==> config.mk <==
export PLATFORM = sky130hd
export DESIGN_NAME = bus_loader
export DESIGN_NICKNAME = d
export VERILOG_FILES = /design/src/rtl/bus_loader_pkg.sv /design/src/rtl/bus_loader.sv
export SDC_FILE = /design/constraint.sdc
export NUM_CORES = 1
export LEC_CHECK = 0
export ABC_AREA = 1
export BUFFER_PORTS_ARGS = -buffer_cell sky130_fd_sc_hd__buf_2
export CAP_MARGIN = 40
export CORE_MARGIN = 2
export CORE_UTILIZATION = 30
export DETAILED_ROUTE_END_ITERATION = 7
export HOLD_SLACK_MARGIN = 0.05
export PLACE_DENSITY = 0.58
export SYNTH_ARGS = -nofsm -noshare
export SYNTH_HDL_FRONTEND = slang
export SYNTH_SLANG_ARGS = --single-unit
==> constraint.sdc <==
create_clock -name clk -period 1.75 [get_ports clk]
set_input_delay 0.0875 -clock clk [delete_from_list [all_inputs] [get_ports clk]]
set_output_delay 0.0875 -clock clk [all_outputs]
set_load 0.03 [all_outputs]
==> src/rtl/bus_loader_pkg.sv <==
// Shared constants for the UART-to-membus loader: FSM encodings and protocol bytes.
package bus_loader_pkg;

    typedef logic [3:0] state_t;

    localparam state_t ST_IDLE     = 4'd0;
    localparam state_t ST_A_HI     = 4'd1;
    localparam state_t ST_A_LO     = 4'd2;
    localparam state_t ST_CNT      = 4'd3;
    localparam state_t ST_D_LO     = 4'd4;
    localparam state_t ST_D_HI     = 4'd5;
    localparam state_t ST_WR       = 4'd6;
    localparam state_t ST_RD_ISSUE = 4'd7;
    localparam state_t ST_RD_WAIT  = 4'd8;
    localparam state_t ST_TX_LO    = 4'd9;
    localparam state_t ST_TX_HI    = 4'd10;
    localparam state_t ST_ACK      = 4'd11;
    localparam state_t ST_CSUM     = 4'd12;

    localparam logic [7:0] CMD_WRITE = 8'h57;
    localparam logic [7:0] CMD_READ  = 8'h52;
    localparam logic [7:0] ACK       = 8'h06;
    localparam logic [7:0] NAK       = 8'h15;

endpackage

==> src/rtl/bus_loader.sv <==
// Byte-stream membus master: parses W/R frames from the UART, writes or reads membus words
// and returns read data / acknowledge bytes on the tx side.
// Optional feature: define BUS_LOADER_CHECKSUM_EN to require a trailing XOR byte on W frames.
module bus_loader
    import bus_loader_pkg::*;
#(
    parameter int unsigned width          = 16,
    parameter int unsigned addr_width     = 9,
    parameter int unsigned timeout_cycles = 100000
) (
    input  logic                  clk,
    input  logic                  reset,
    input  logic [7:0]            rx_data,
    input  logic                  rx_valid,
    output logic [7:0]            tx_data,
    output logic                  tx_valid,
    input  logic                  tx_ready,
    output logic                  bus_req,
    input  logic                  bus_gnt,
    output logic [width-1:0]      data_write,
    input  logic [width-1:0]      data_read,
    output logic [addr_width-1:0] addr,
    output logic                  w_strobe,
    output logic                  err
);

    localparam int unsigned TmoW = $clog2(timeout_cycles + 1);

    state_t                state_q, state_d;
    logic [addr_width-1:0] addr_q, addr_d;
    logic [width-1:0]      wdata_q, wdata_d;
    logic [width-1:0]      rdata_q, rdata_d;
    logic [8:0]            cnt_q, cnt_d;     // words remaining, 256 representable
    logic                  is_wr_q, is_wr_d;
    logic [7:0]            skid_q, skid_d;
    logic                  skid_vld_q, skid_vld_d;
    logic [TmoW-1:0]       tmo_q, tmo_d;
    logic [7:0]            resp_q, resp_d;
    logic                  err_q, err_d;
`ifdef BUS_LOADER_CHECKSUM_EN
    logic [7:0]            csum_q, csum_d;
`endif

    // Frame bytes come from the skid first so a byte caught during WR is never reordered.
    logic       in_vld;
    logic [7:0] in_byte;
    logic       take;
    logic       wait_st;

    // Next-state logic: frame parser, bus sequencing, skid and inter-byte timeout.
    always_comb begin
        state_d    = state_q;
        addr_d     = addr_q;
        wdata_d    = wdata_q;
        rdata_d    = rdata_q;
        cnt_d      = cnt_q;
        is_wr_d    = is_wr_q;
        skid_d     = skid_q;
        skid_vld_d = skid_vld_q;
        tmo_d      = tmo_q;
        resp_d     = resp_q;
        err_d      = 1'b0;
`ifdef BUS_LOADER_CHECKSUM_EN
        csum_d     = csum_q;
`endif
        in_vld  = skid_vld_q | rx_valid;
        in_byte = skid_vld_q ? skid_q : rx_data;
        take    = 1'b0;
        wait_st = 1'b0;

        case (state_q)
            ST_IDLE: begin
                skid_vld_d = 1'b0;
                resp_d     = ACK;
                if (rx_valid && (rx_data == CMD_WRITE || rx_data == CMD_READ)) begin
                    is_wr_d = (rx_data == CMD_WRITE);
                    state_d = ST_A_HI;
`ifdef BUS_LOADER_CHECKSUM_EN
                    csum_d  = 8'h00;
`endif
                end
            end
            ST_A_HI: begin
                wait_st = 1'b1;
                if (in_vld) begin
                    take    = 1'b1;
                    addr_d  = addr_width'({in_byte[0], 8'h00});
                    state_d = ST_A_LO;
                end
            end
            ST_A_LO: begin
                wait_st = 1'b1;
                if (in_vld) begin
                    take        = 1'b1;
                    addr_d[7:0] = in_byte;
                    state_d     = ST_CNT;
                end
            end
            ST_CNT: begin
                wait_st = 1'b1;
                if (in_vld) begin
                    take    = 1'b1;
                    cnt_d   = {(in_byte == 8'h00), in_byte};
                    state_d = is_wr_q ? ST_D_LO : ST_RD_ISSUE;
                end
            end
            ST_D_LO: begin
                wait_st = 1'b1;
                if (in_vld) begin
                    take         = 1'b1;
                    wdata_d[7:0] = in_byte;
                    state_d      = ST_D_HI;
                end
            end
            ST_D_HI: begin
                wait_st = 1'b1;
                if (in_vld) begin
                    take          = 1'b1;
                    wdata_d[15:8] = in_byte;
                    state_d       = ST_WR;
                end
            end
            ST_WR: begin
                if (rx_valid) begin
                    if (skid_vld_q) begin
                        err_d = 1'b1;
                    end else begin
                        skid_d     = rx_data;
                        skid_vld_d = 1'b1;
                    end
                end
                if (bus_gnt) begin
                    addr_d = addr_q + 1'b1;
                    cnt_d  = cnt_q - 9'd1;
`ifdef BUS_LOADER_CHECKSUM_EN
                    state_d = (cnt_q == 9'd1) ? ST_CSUM : ST_D_LO;
`else
                    state_d = (cnt_q == 9'd1) ? ST_ACK : ST_D_LO;
`endif
                end
            end
`ifdef BUS_LOADER_CHECKSUM_EN
            ST_CSUM: begin
                wait_st = 1'b1;
                if (in_vld) begin
                    take    = 1'b1;
                    resp_d  = (in_byte == csum_q) ? ACK : NAK;
                    err_d   = (in_byte != csum_q);
                    state_d = ST_ACK;
                end
            end
`endif
            ST_RD_ISSUE: begin
                if (bus_gnt) state_d = ST_RD_WAIT;
            end
            ST_RD_WAIT: begin
                rdata_d = data_read;
                addr_d  = addr_q + 1'b1;
                state_d = ST_TX_LO;
            end
            ST_TX_LO: begin
                if (tx_ready) state_d = ST_TX_HI;
            end
            ST_TX_HI: begin
                if (tx_ready) begin
                    cnt_d   = cnt_q - 9'd1;
                    state_d = (cnt_q == 9'd1) ? ST_IDLE : ST_RD_ISSUE;
                end
            end
            ST_ACK: begin
                skid_vld_d = 1'b0;
                if (tx_ready) state_d = ST_IDLE;
            end
            default: state_d = ST_IDLE;
        endcase

        // A consumed skid byte is replaced by a byte arriving in the same cycle.
        if (take && skid_vld_q) begin
            skid_vld_d = rx_valid;
            if (rx_valid) skid_d = rx_data;
        end

`ifdef BUS_LOADER_CHECKSUM_EN
        if (take && state_q != ST_CSUM) csum_d = csum_q ^ in_byte;
`endif

        if (wait_st && !in_vld) begin
            if (tmo_q == TmoW'(timeout_cycles - 1)) begin
                tmo_d      = '0;
                err_d      = 1'b1;
                skid_vld_d = 1'b0;
                state_d    = ST_IDLE;
            end else begin
                tmo_d = tmo_q + 1'b1;
            end
        end else begin
            tmo_d = '0;
        end
    end

    // State registers with asynchronous active-low reset.
    always_ff @(posedge clk or negedge reset) begin
        if (!reset) begin
            state_q    <= ST_IDLE;
            addr_q     <= '0;
            wdata_q    <= '0;
            rdata_q    <= '0;
            cnt_q      <= '0;
            is_wr_q    <= 1'b0;
            skid_q     <= '0;
            skid_vld_q <= 1'b0;
            tmo_q      <= '0;
            resp_q     <= ACK;
            err_q      <= 1'b0;
`ifdef BUS_LOADER_CHECKSUM_EN
            csum_q     <= '0;
`endif
        end else begin
            state_q    <= state_d;
            addr_q     <= addr_d;
            wdata_q    <= wdata_d;
            rdata_q    <= rdata_d;
            cnt_q      <= cnt_d;
            is_wr_q    <= is_wr_d;
            skid_q     <= skid_d;
            skid_vld_q <= skid_vld_d;
            tmo_q      <= tmo_d;
            resp_q     <= resp_d;
            err_q      <= err_d;
`ifdef BUS_LOADER_CHECKSUM_EN
            csum_q     <= csum_d;
`endif
        end
    end

    // Outputs decoded from registered state; strobe is gated by the live grant.
    always_comb begin
        bus_req    = (state_q != ST_IDLE);
        w_strobe   = (state_q == ST_WR) && bus_gnt;
        addr       = addr_q;
        data_write = wdata_q;
        err        = err_q;
        tx_valid   = (state_q == ST_TX_LO) || (state_q == ST_TX_HI) || (state_q == ST_ACK);
        case (state_q)
            ST_TX_LO: tx_data = rdata_q[7:0];
            ST_TX_HI: tx_data = rdata_q[15:8];
            ST_ACK:   tx_data = resp_q;
            default:  tx_data = 8'h00;
        endcase
    end

endmodule

==> results.cfg, run 1 <==
[clocking]
htree_levels = 3
numCtsBuffers = 9
worstSkewPairLatency_ps = 350
cts_buffer_depth = 2
tritoncts = built
clk_pin_slew_ps = 60
cts_sinks = 82
cts_root_buffer = clkbuf_16

[worst_setup_path]
crit_type = reg -> out
cp-start-kind = flip-flop
cp-end-kind = output pin
critical_path_arrival_ps = 1630
rr_worst_depth = 11
critical_path.max_fanout = 6
cp.required_ps = 1660

[sta]
worst_pin_slew_ps = 451.1
relSlewSlack = 0.6970
finalCriticalPeriod_ps = 1715
timing.fmax_mhz = 583.2
setup_ws_ps = 35.32
tns_ps = 0
finalSetupViolCount = 0
drv_slew = 0
rsz0062_at_grt = true
final-hold-violation-count = 0
period_share = 0.9798
finClkSkew_ps = 10.09
holdWs_ps = 71.96

[drt]
viasPerCell = 4.720
num_vias = 4427
wl_mm = 12.47
drtIter0Drc = 223
drc = 0
drtAntennaViolNets = 0
wl_per_cell_um = 13.30
first_pass_iters = 5

[final_layout]
nFillCells = 1503
nets = 781
finalNonFillerCells = 938
final_common_cell = nand2_1
final_util = 0.4232
layout-drive-gt1-share = 0.2404
mostFrequentLayoutCells = nand2_1 (182), dfrtp_1 (79), nor2_1 (64)
syn_to_final_growth_pct = 37.32
finalInstanceArea_mm2 = 0.006173

[placement]
numPortBuffers = 65
gp_congestion = 0.9200
dp_cells = 883
place_hpwl_mm = 8.947
pre_cts_ws_ps = -6.271
place_area_mm2 = 0.005310

[logic_synthesis]
synth.ff_latch_count = 82
ys_seq_area_frac = 0.4564
ys.flop_type = dfrtp_1
yosys_warnings = 0
syn_area_mm2 = 0.004496
synthArstFlopShare = 1.000
synth_edf_count = 0
synth_cells = 608
avgSynthCellArea_um2 = 7.394
yosys.cell_types.count = 39
syn_nets = 641

[grt]
antenna_found_initial = 1
grt_pass1_vias = 4259
grt_max_degree = 51
grtUsageTotal = 0.1599
grt-ovfl-total = 0
grt_pass1_wl_mm = 20.67

[pwr]
ir_drop_uv = 1025
p_per_area_mw_per_mm2 = 1590
power_leakage_nw = 2.970
p_total_mw = 9.816

[hold_path]
holdPathStages = 3
hold_class = in -> reg

[floorplanning]
die_w_um = 126.4
die_y_um = 126.4
start_util = 0.3081
ios = 66
design.core.area_mm2 = 0.01459
rows = 44
die_area_mm2 = 0.01598

[outcome]
status = completed

[run]
cap_violations = 0
[final timing paths]
path / from / endpoint / slack, ps
max: state_q[2]$_DFF_PN0_ / w_strobe / 40
min: bus_gnt / state_q[3]$_DFF_PN0_ / 70
max reg2reg: state_q[2]$_DFF_PN0_ / addr[2]$_DFFE_PN0P_ / 100
min reg2reg: tmo_q[0]$_DFF_PN0_ / tmo_q[0]$_DFF_PN0_ / 460
max in group asynchronous: reset / state_q[2]$_DFF_PN0_ / 1050
min in group asynchronous: reset / data_write[12]$_DFFE_PN0P_ / 140
[critical path, cell delays in order, from the launching register on]
cell and delay [ps]:
dfrtp_2 460, inv_4 70, nor2_4 200, nand2_4 90
buf_6 140, nor2_4 90, buf_6 110, buf_6 120
[synthesized netlist by cell type, drive strengths merged, types with 6 or more instances]
library cell | count | area share
nand2 | 191 | 0.16
dfrtp | 82 | 0.46
nor2 | 80 | 0.070
inv | 65 | 0.054
o21ai | 56 | 0.063
nand3 | 27 | 0.030
nor3 | 19 | 0.021
a21oi | 12 | 0.016
buf | 11 | 0.015
a31oi | 9 | 0.013
o21a | 7 | 0.012
a22o | 6 | 0.012
nand4 | 6 | 0.0084
xor2 | 6 | 0.012
[repair_timing]
item	in CTS	in global routing
cloned	0	0
endpoints found under the setup margin	11	59
endpoints found under the hold margin	106	0
setup buffers	7	6
gates resized for setup	36	41
pin swaps	5	7
hold buffers	25	0
[cell families after synthesis]
| logic type | Yosys count | synth area share |
|---|---|---|
| simple gates | 331 | 0.3045 |
| compound gates | 104 | 0.1397 |
| flops | 82 | 0.4564 |
| buf+inv | 79 | 0.07153 |
| xor+xnor | 6 | 0.01169 |
| fa+ha+maj | 4 | 0.01113 |
| mux | 2 | 0.005009 |
[per-layer routing]
| metal | wire, um | vias up | GRT usage |
|---|---|---|---|
| met5 | 0 | - | 0 |
| met1 | 6067 | 2052 | 0.2164 |
| met3 | 423 | 14 | 0.03248 |
| met4 | 185 | 0 | 0.05559 |
| li1 | - | 2273 | - |
| met2 | 5798 | 88 | 0.2554 |
[layout make-up]
type                            count  area, um^2  area share
Antenna cell                        1       2.502   0.0004054
Clock inverter                      6       65.06     0.01054
Tap cell                          184       230.2     0.03729
Clock buffer                       10       229.0     0.03709
Sequential cell                    82        2056      0.3330
Inverter                           66       259.0     0.04195
Timing Repair Buffer              142        1096      0.1775
Multi-Input combinational cell    447        2236      0.3622
[report_power, final]
group,internal (mW),switching (mW),leakage [nW]
registers,2.61,0.485,1.03
logic,1.84,2.96,1.79
clock network,1.11,0.806,0.143
total,5.56,4.26,2.97
[registers in the layout, indices dropped and copies added (netlist names)]
signal / count
addr: 9
is_wr_q: 1
cnt_q: 9
err: 1
tmo_q: 17
rdata_q: 16
skid_vld_q: 1
data_write: 16
skid_q: 8
state_q: 4
Power figures use the tool's default switching activity.
==> run 2, diff against run 1 <==
--- a/config.mk
+++ b/config.mk
@@ -6,13 +6,13 @@
 export NUM_CORES = 1
 export LEC_CHECK = 0
 export ABC_AREA = 1
-export BUFFER_PORTS_ARGS = -buffer_cell sky130_fd_sc_hd__buf_2
 export CAP_MARGIN = 40
 export CORE_MARGIN = 2
 export CORE_UTILIZATION = 30
 export DETAILED_ROUTE_END_ITERATION = 7
+export DONT_BUFFER_PORTS = 1
 export HOLD_SLACK_MARGIN = 0.05
-export PLACE_DENSITY = 0.58
+export PLACE_DENSITY = 0.55
 export SYNTH_ARGS = -nofsm -noshare
 export SYNTH_HDL_FRONTEND = slang
 export SYNTH_SLANG_ARGS = --single-unit
==> results.cfg, run 2 (synthesized netlist as in run 1, its figures left out) <==
[worst_setup_path]
critical_path_arrival_ps = 1670
crit_top_cell = buf_6
r2r_slack_ps = 50
r2r-start = state_q[3]$_DFF_PN0_
critical_path.max_fanout = 6
startpoint = state_q[1]$_DFF_PN0_
cp-start-kind = flip-flop
crit_type = reg -> out
worst_path_max_delay_cell = dfrtp_1
cp-end-kind = output pin
crit_family = buffers and inverters
path_buf_inv = 4
cp.required_ps = 1660
slowest_delay_ps = 400
crit_chain = buf_6 > inv_4 > nand2_4 > nor2_4 > buf_12 > a221o_1 > buf_6

[placement]
dp_cells = 832
numPortBuffers = 0
pre_cts_ws_ps = -66.15
place_hpwl_mm = 8.795
gp_congestion = 0.9203

[clocking]
htree_levels = 3
cts_hold_buf = 27
tritoncts = built
cts_buffer_depth = 2
numCtsBuffers = 9
cts_root_buffer = clkbuf_16
cts_sinks = 82
clk_pin_slew_ps = 60
worstSkewPairLatency_ps = 340

[sta]
setup_ws_ps = -10.67
drv_slew = 0
finClkSkew_ps = 7.588
rsz0062_at_grt = true
finalSetupViolCount = 1
relSlewSlack = 0.7011
holdWs_ps = -563.2
worst_pin_slew_ps = 445.0
finalCriticalPeriod_ps = 1761
final-hold-violation-count = 82
period_share = 1.006
timing.fmax_mhz = 568.0

[drt]
drtAntennaViolNets = 0
num_vias = 4444
drc = 0
wl_per_cell_um = 14.43
viasPerCell = 4.976
wl_mm = 12.89
first_pass_iters = 7
drtIter0Drc = 316

[grt]
grt-ovfl-total = 0
grtUsageTotal = 0.1628
grt_pass1_wl_mm = 21.21
antenna_found_initial = 0
grt_pass1_vias = 4353
grt_max_degree = 83

[floorplanning]
die_w_um = 126.4
ios = 66
start_util = 0.3081
design.core.area_mm2 = 0.01459
die_area_mm2 = 0.01598
rows = 44
die_y_um = 126.4

[pwr]
p_per_area_mw_per_mm2 = 1677
power_leakage_nw = 2.846
internal-power_mw = 5.870
p_clk_frac = 0.219
p_total_mw = 10.21
power_frac_comb = 0.434
seqPwrFrac = 0.348
ir_drop_uv = 716.4
p_sw_frac = 0.4251
power.switching_mw = 4.341

[outcome]
status = finished with violations
violations = negative hold slack, negative setup slack

[final_layout]
finalNonFillerCells = 893
nets = 737
final_common_cell = nand2_1
largest_register = tmo_q
syn_to_final_growth_pct = 35.40
final_util = 0.4172
n_antenna_cell = 0
nFillCells = 1435
mostFrequentLayoutCells = nand2_1 (182), dfrtp_1 (80), nor2_1 (69)
layout-drive-gt1-share = 0.1848
largest_reg_flops = 17

[hold_path]
hold_class = in -> async

[run]
cap_violations = 0
-- run 2: changes by cell type in the layout (fill, tap and decap cells not counted), sizes merged --
cell	delta
bufinv	+2
clkinv	-1
dlygate4sd3	+2
inv	-1
buf	-46
diode	-1
-- run 2: repair_timing --
item,in CTS,in global routing
gates cloned,0,0
setup endpoints to repair,15,69
gates resized for setup,18,49
pin swaps,4,14
buffers inserted,8,11
hold endpoints to repair,112,82
-- run 2: final timing paths --
path / endpoint / cells after the start
max: tx_data[1] / 7
min: data_write[14]$_DFFE_PN0P_ / 0
max reg2reg: cnt_q[7]$_DFFE_PN0P_ / 10
min reg2reg: tmo_q[0]$_DFF_PN0_ / 1
max in group asynchronous: state_q[3]$_DFF_PN0_ / 0
min in group clk: is_wr_q$_DFFE_PN0P_ / 4
-- run 2: routing by layer --
layer / wire length (um) / part of all wire / up-vias / global-route usage
met2: 6122 / 0.48 / 122 / 0.2649
met4: 330 / 0.026 / 0 / 0.06981
met5: 0 / 0 / - / 0
li1: - / - / 2175 / -
met1: 5894 / 0.46 / 2111 / 0.2134
met3: 540 / 0.042 / 36 / 0.02868
-- run 2: power by group through the flow --
stage	registers [mW]	clock network (mW)	logic, mW
after floorplan	3.51	0	2.45
after global placement	3.54	0	3.65
after detailed placement	3.55	0	3.72
after CTS	3.53	2.28	3.94
after global routing	3.65	2.35	4.94
final	3.55	2.23	4.43
-- run 2: final cells by class --
type                    count  area [um^2]  area share
clock inverters             6        113.9     0.01870
inverters                  66        267.8     0.04399
well taps                 184        230.2     0.03782
repair buffers             98        917.1      0.1507
multi-input cells         447         2265      0.3720
clock buffers              10        239.0     0.03926
flip-flops and latches     82         2054      0.3375
-- run 2: per-stage QoR --
step / setup TNS [ps] / hold WS (ps) / instance area (um^2)
detailed placement: -417.1 / -206.5 / 5075
floorplan: 0 / -208.1 / 4496
global placement: 0 / -206.1 / 5075
finish: -10.67 / -563.2 / 6087
CTS: 0 / -576.5 / 5819
global route: -818.8 / -572.9 / 6087
==> run 3, diff against run 2 <==
--- a/config.mk
+++ b/config.mk
@@ -13,6 +13,7 @@
 export DONT_BUFFER_PORTS = 1
 export HOLD_SLACK_MARGIN = 0.05
 export PLACE_DENSITY = 0.55
+export RECOVER_POWER = 100
 export SYNTH_ARGS = -nofsm -noshare
 export SYNTH_HDL_FRONTEND = slang
 export SYNTH_SLANG_ARGS = --single-unit
==> results.cfg, run 3 (synthesized netlist as in run 1, its figures left out) <==
[sta]
timing.fmax_mhz = 562.8
setup_ws_ps = -26.73
relSlewSlack = 0.6684
drv_slew = 0
final-hold-violation-count = 82
rsz0062_at_grt = true
finClkSkew_ps = 7.651
holdWs_ps = -563.0
period_share = 1.015
finalCriticalPeriod_ps = 1777
finalSetupViolCount = 1
tns_ps = -26.73
worst_pin_slew_ps = 497.4

[final_layout]
largest_register = tmo_q
multi_input_area_mm2 = 0.002252
final_util = 0.4148
regArea_mm2 = 0.002054
syn_to_final_growth_pct = 34.59
final_common_cell = nand2_1
largest_reg_flops = 17
nets = 737
finalNonFillerCells = 893
n_antenna_cell = 0
mostFrequentLayoutCells = nand2_1 (183), dfrtp_1 (80), nor2_1 (71)
layout-drive-gt1-share = 0.1735
nFillCells = 1443
finalInstanceArea_mm2 = 0.006051

[placement]
place_hpwl_mm = 8.795
numPortBuffers = 0
pre_cts_ws_ps = -66.15
dp_cells = 832
gp_congestion = 0.9203
place_area_mm2 = 0.005075

[grt]
grt_max_degree = 83
grt-ovfl-total = 0
antenna_found_initial = 0
grt_pass1_vias = 4353
grtUsageTotal = 0.1628
grt_pass1_wl_mm = 21.21

[worst_setup_path]
cp.required_ps = 1660
crit_chain = buf_6 > inv_4 > nand2_4 > nor2_4 > buf_12 > a221o_1 > buf_6
endpoint = tx_data[1]
worst_path_max_delay_cell = dfrtp_1
path_buf_inv = 4
slowest_delay_ps = 410
r2r_slack_ps = 10
critical_path_arrival_ps = 1690
crit_top_cell = buf_6
critical_path.max_fanout = 6
rr_worst_depth = 10
cp-end-kind = output pin
crit_type = reg -> out
cp.depth = 7
crit_family = buffers and inverters
startpoint = state_q[1]$_DFF_PN0_
cp-start-kind = flip-flop
timing.rr.end = addr[3]$_DFFE_PN0P_
r2r-start = state_q[1]$_DFF_PN0_

[drt]
drc = 0
routed.top_layer = met4
drtIter0Drc = 299
first_pass_iters = 5
wl_met2_mm = 6.114
viasPerCell = 4.963
num_vias = 4432
route.met3.wl_um = 548
wl_mm = 12.89
m1WireLength_mm = 5.931
wl_per_cell_um = 14.43
drtAntennaViolNets = 0

[pwr]
p_per_area_mw_per_mm2 = 1677
power_leakage_nw = 2.822
p_total_mw = 10.15
ir_drop_uv = 711.6

[run]
cap_violations = 0

[floorplanning]
die_w_um = 126.4
start_util = 0.3081
die_y_um = 126.4
rows = 44
die_area_mm2 = 0.01598
design.core.area_mm2 = 0.01459
ios = 66

[clocking]
cts_buffer_depth = 2
cts_sinks = 82
clk_pin_slew_ps = 60
numCtsBuffers = 9
tritoncts = built
cts_root_buffer = clkbuf_16
worstSkewPairLatency_ps = 340
cts_hold_buf = 27
htree_levels = 3

[outcome]
violations = negative hold slack, negative setup slack
status = finished with violations

[hold_path]
hold_class = in -> async
==> run 3: worst min-delay path by stage <==
stage	from	end	slack, ps	depth (start not counted)
global route	reset	data_write[14]$_DFFE_PN0P_	-570	0
floorplan	reset	addr[0]$_DFFE_PN0P_	-210	0
finish	reset	data_write[14]$_DFFE_PN0P_	-560	0
CTS	reset	skid_vld_q$_DFF_PN0_	-580	0
detailed placement	reset	data_write[13]$_DFFE_PN0P_	-210	0
global placement	reset	data_write[14]$_DFFE_PN0P_	-210	0
==> run 3: what timing repair did <==
item | CTS | global route
endpoints found under the setup margin | 15 | 69
pin swaps | 4 | 14
hold endpoints to repair | 112 | 82
setup buffers | 8 | 11
resized for setup | 18 | 49
==> run 3: area by class of cell <==
| type | instances | area share |
|---|---|---|
| repair buffers | 98 | 0.1476 |
| clock buffers | 10 | 0.03950 |
| well taps | 184 | 0.03805 |
| inverters | 66 | 0.04425 |
| clock inverters | 6 | 0.01882 |
| multi-input cells | 447 | 0.3722 |
| flip-flops and latches | 82 | 0.3395 |
==> run 3: where the power goes <==
group	internal (mW)	switching, mW	total (mW)
logic	1.77	2.59	4.37
clock network	1.44	0.796	2.23
registers	2.61	0.935	3.55
==> run 3: routing by layer <==
metal / vias up / track usage
met1: 2101 / 0.2134
met4: 0 / 0.06981
met2: 126 / 0.2649
met5: - / 0
li1: 2179 / -
met3: 26 / 0.02868
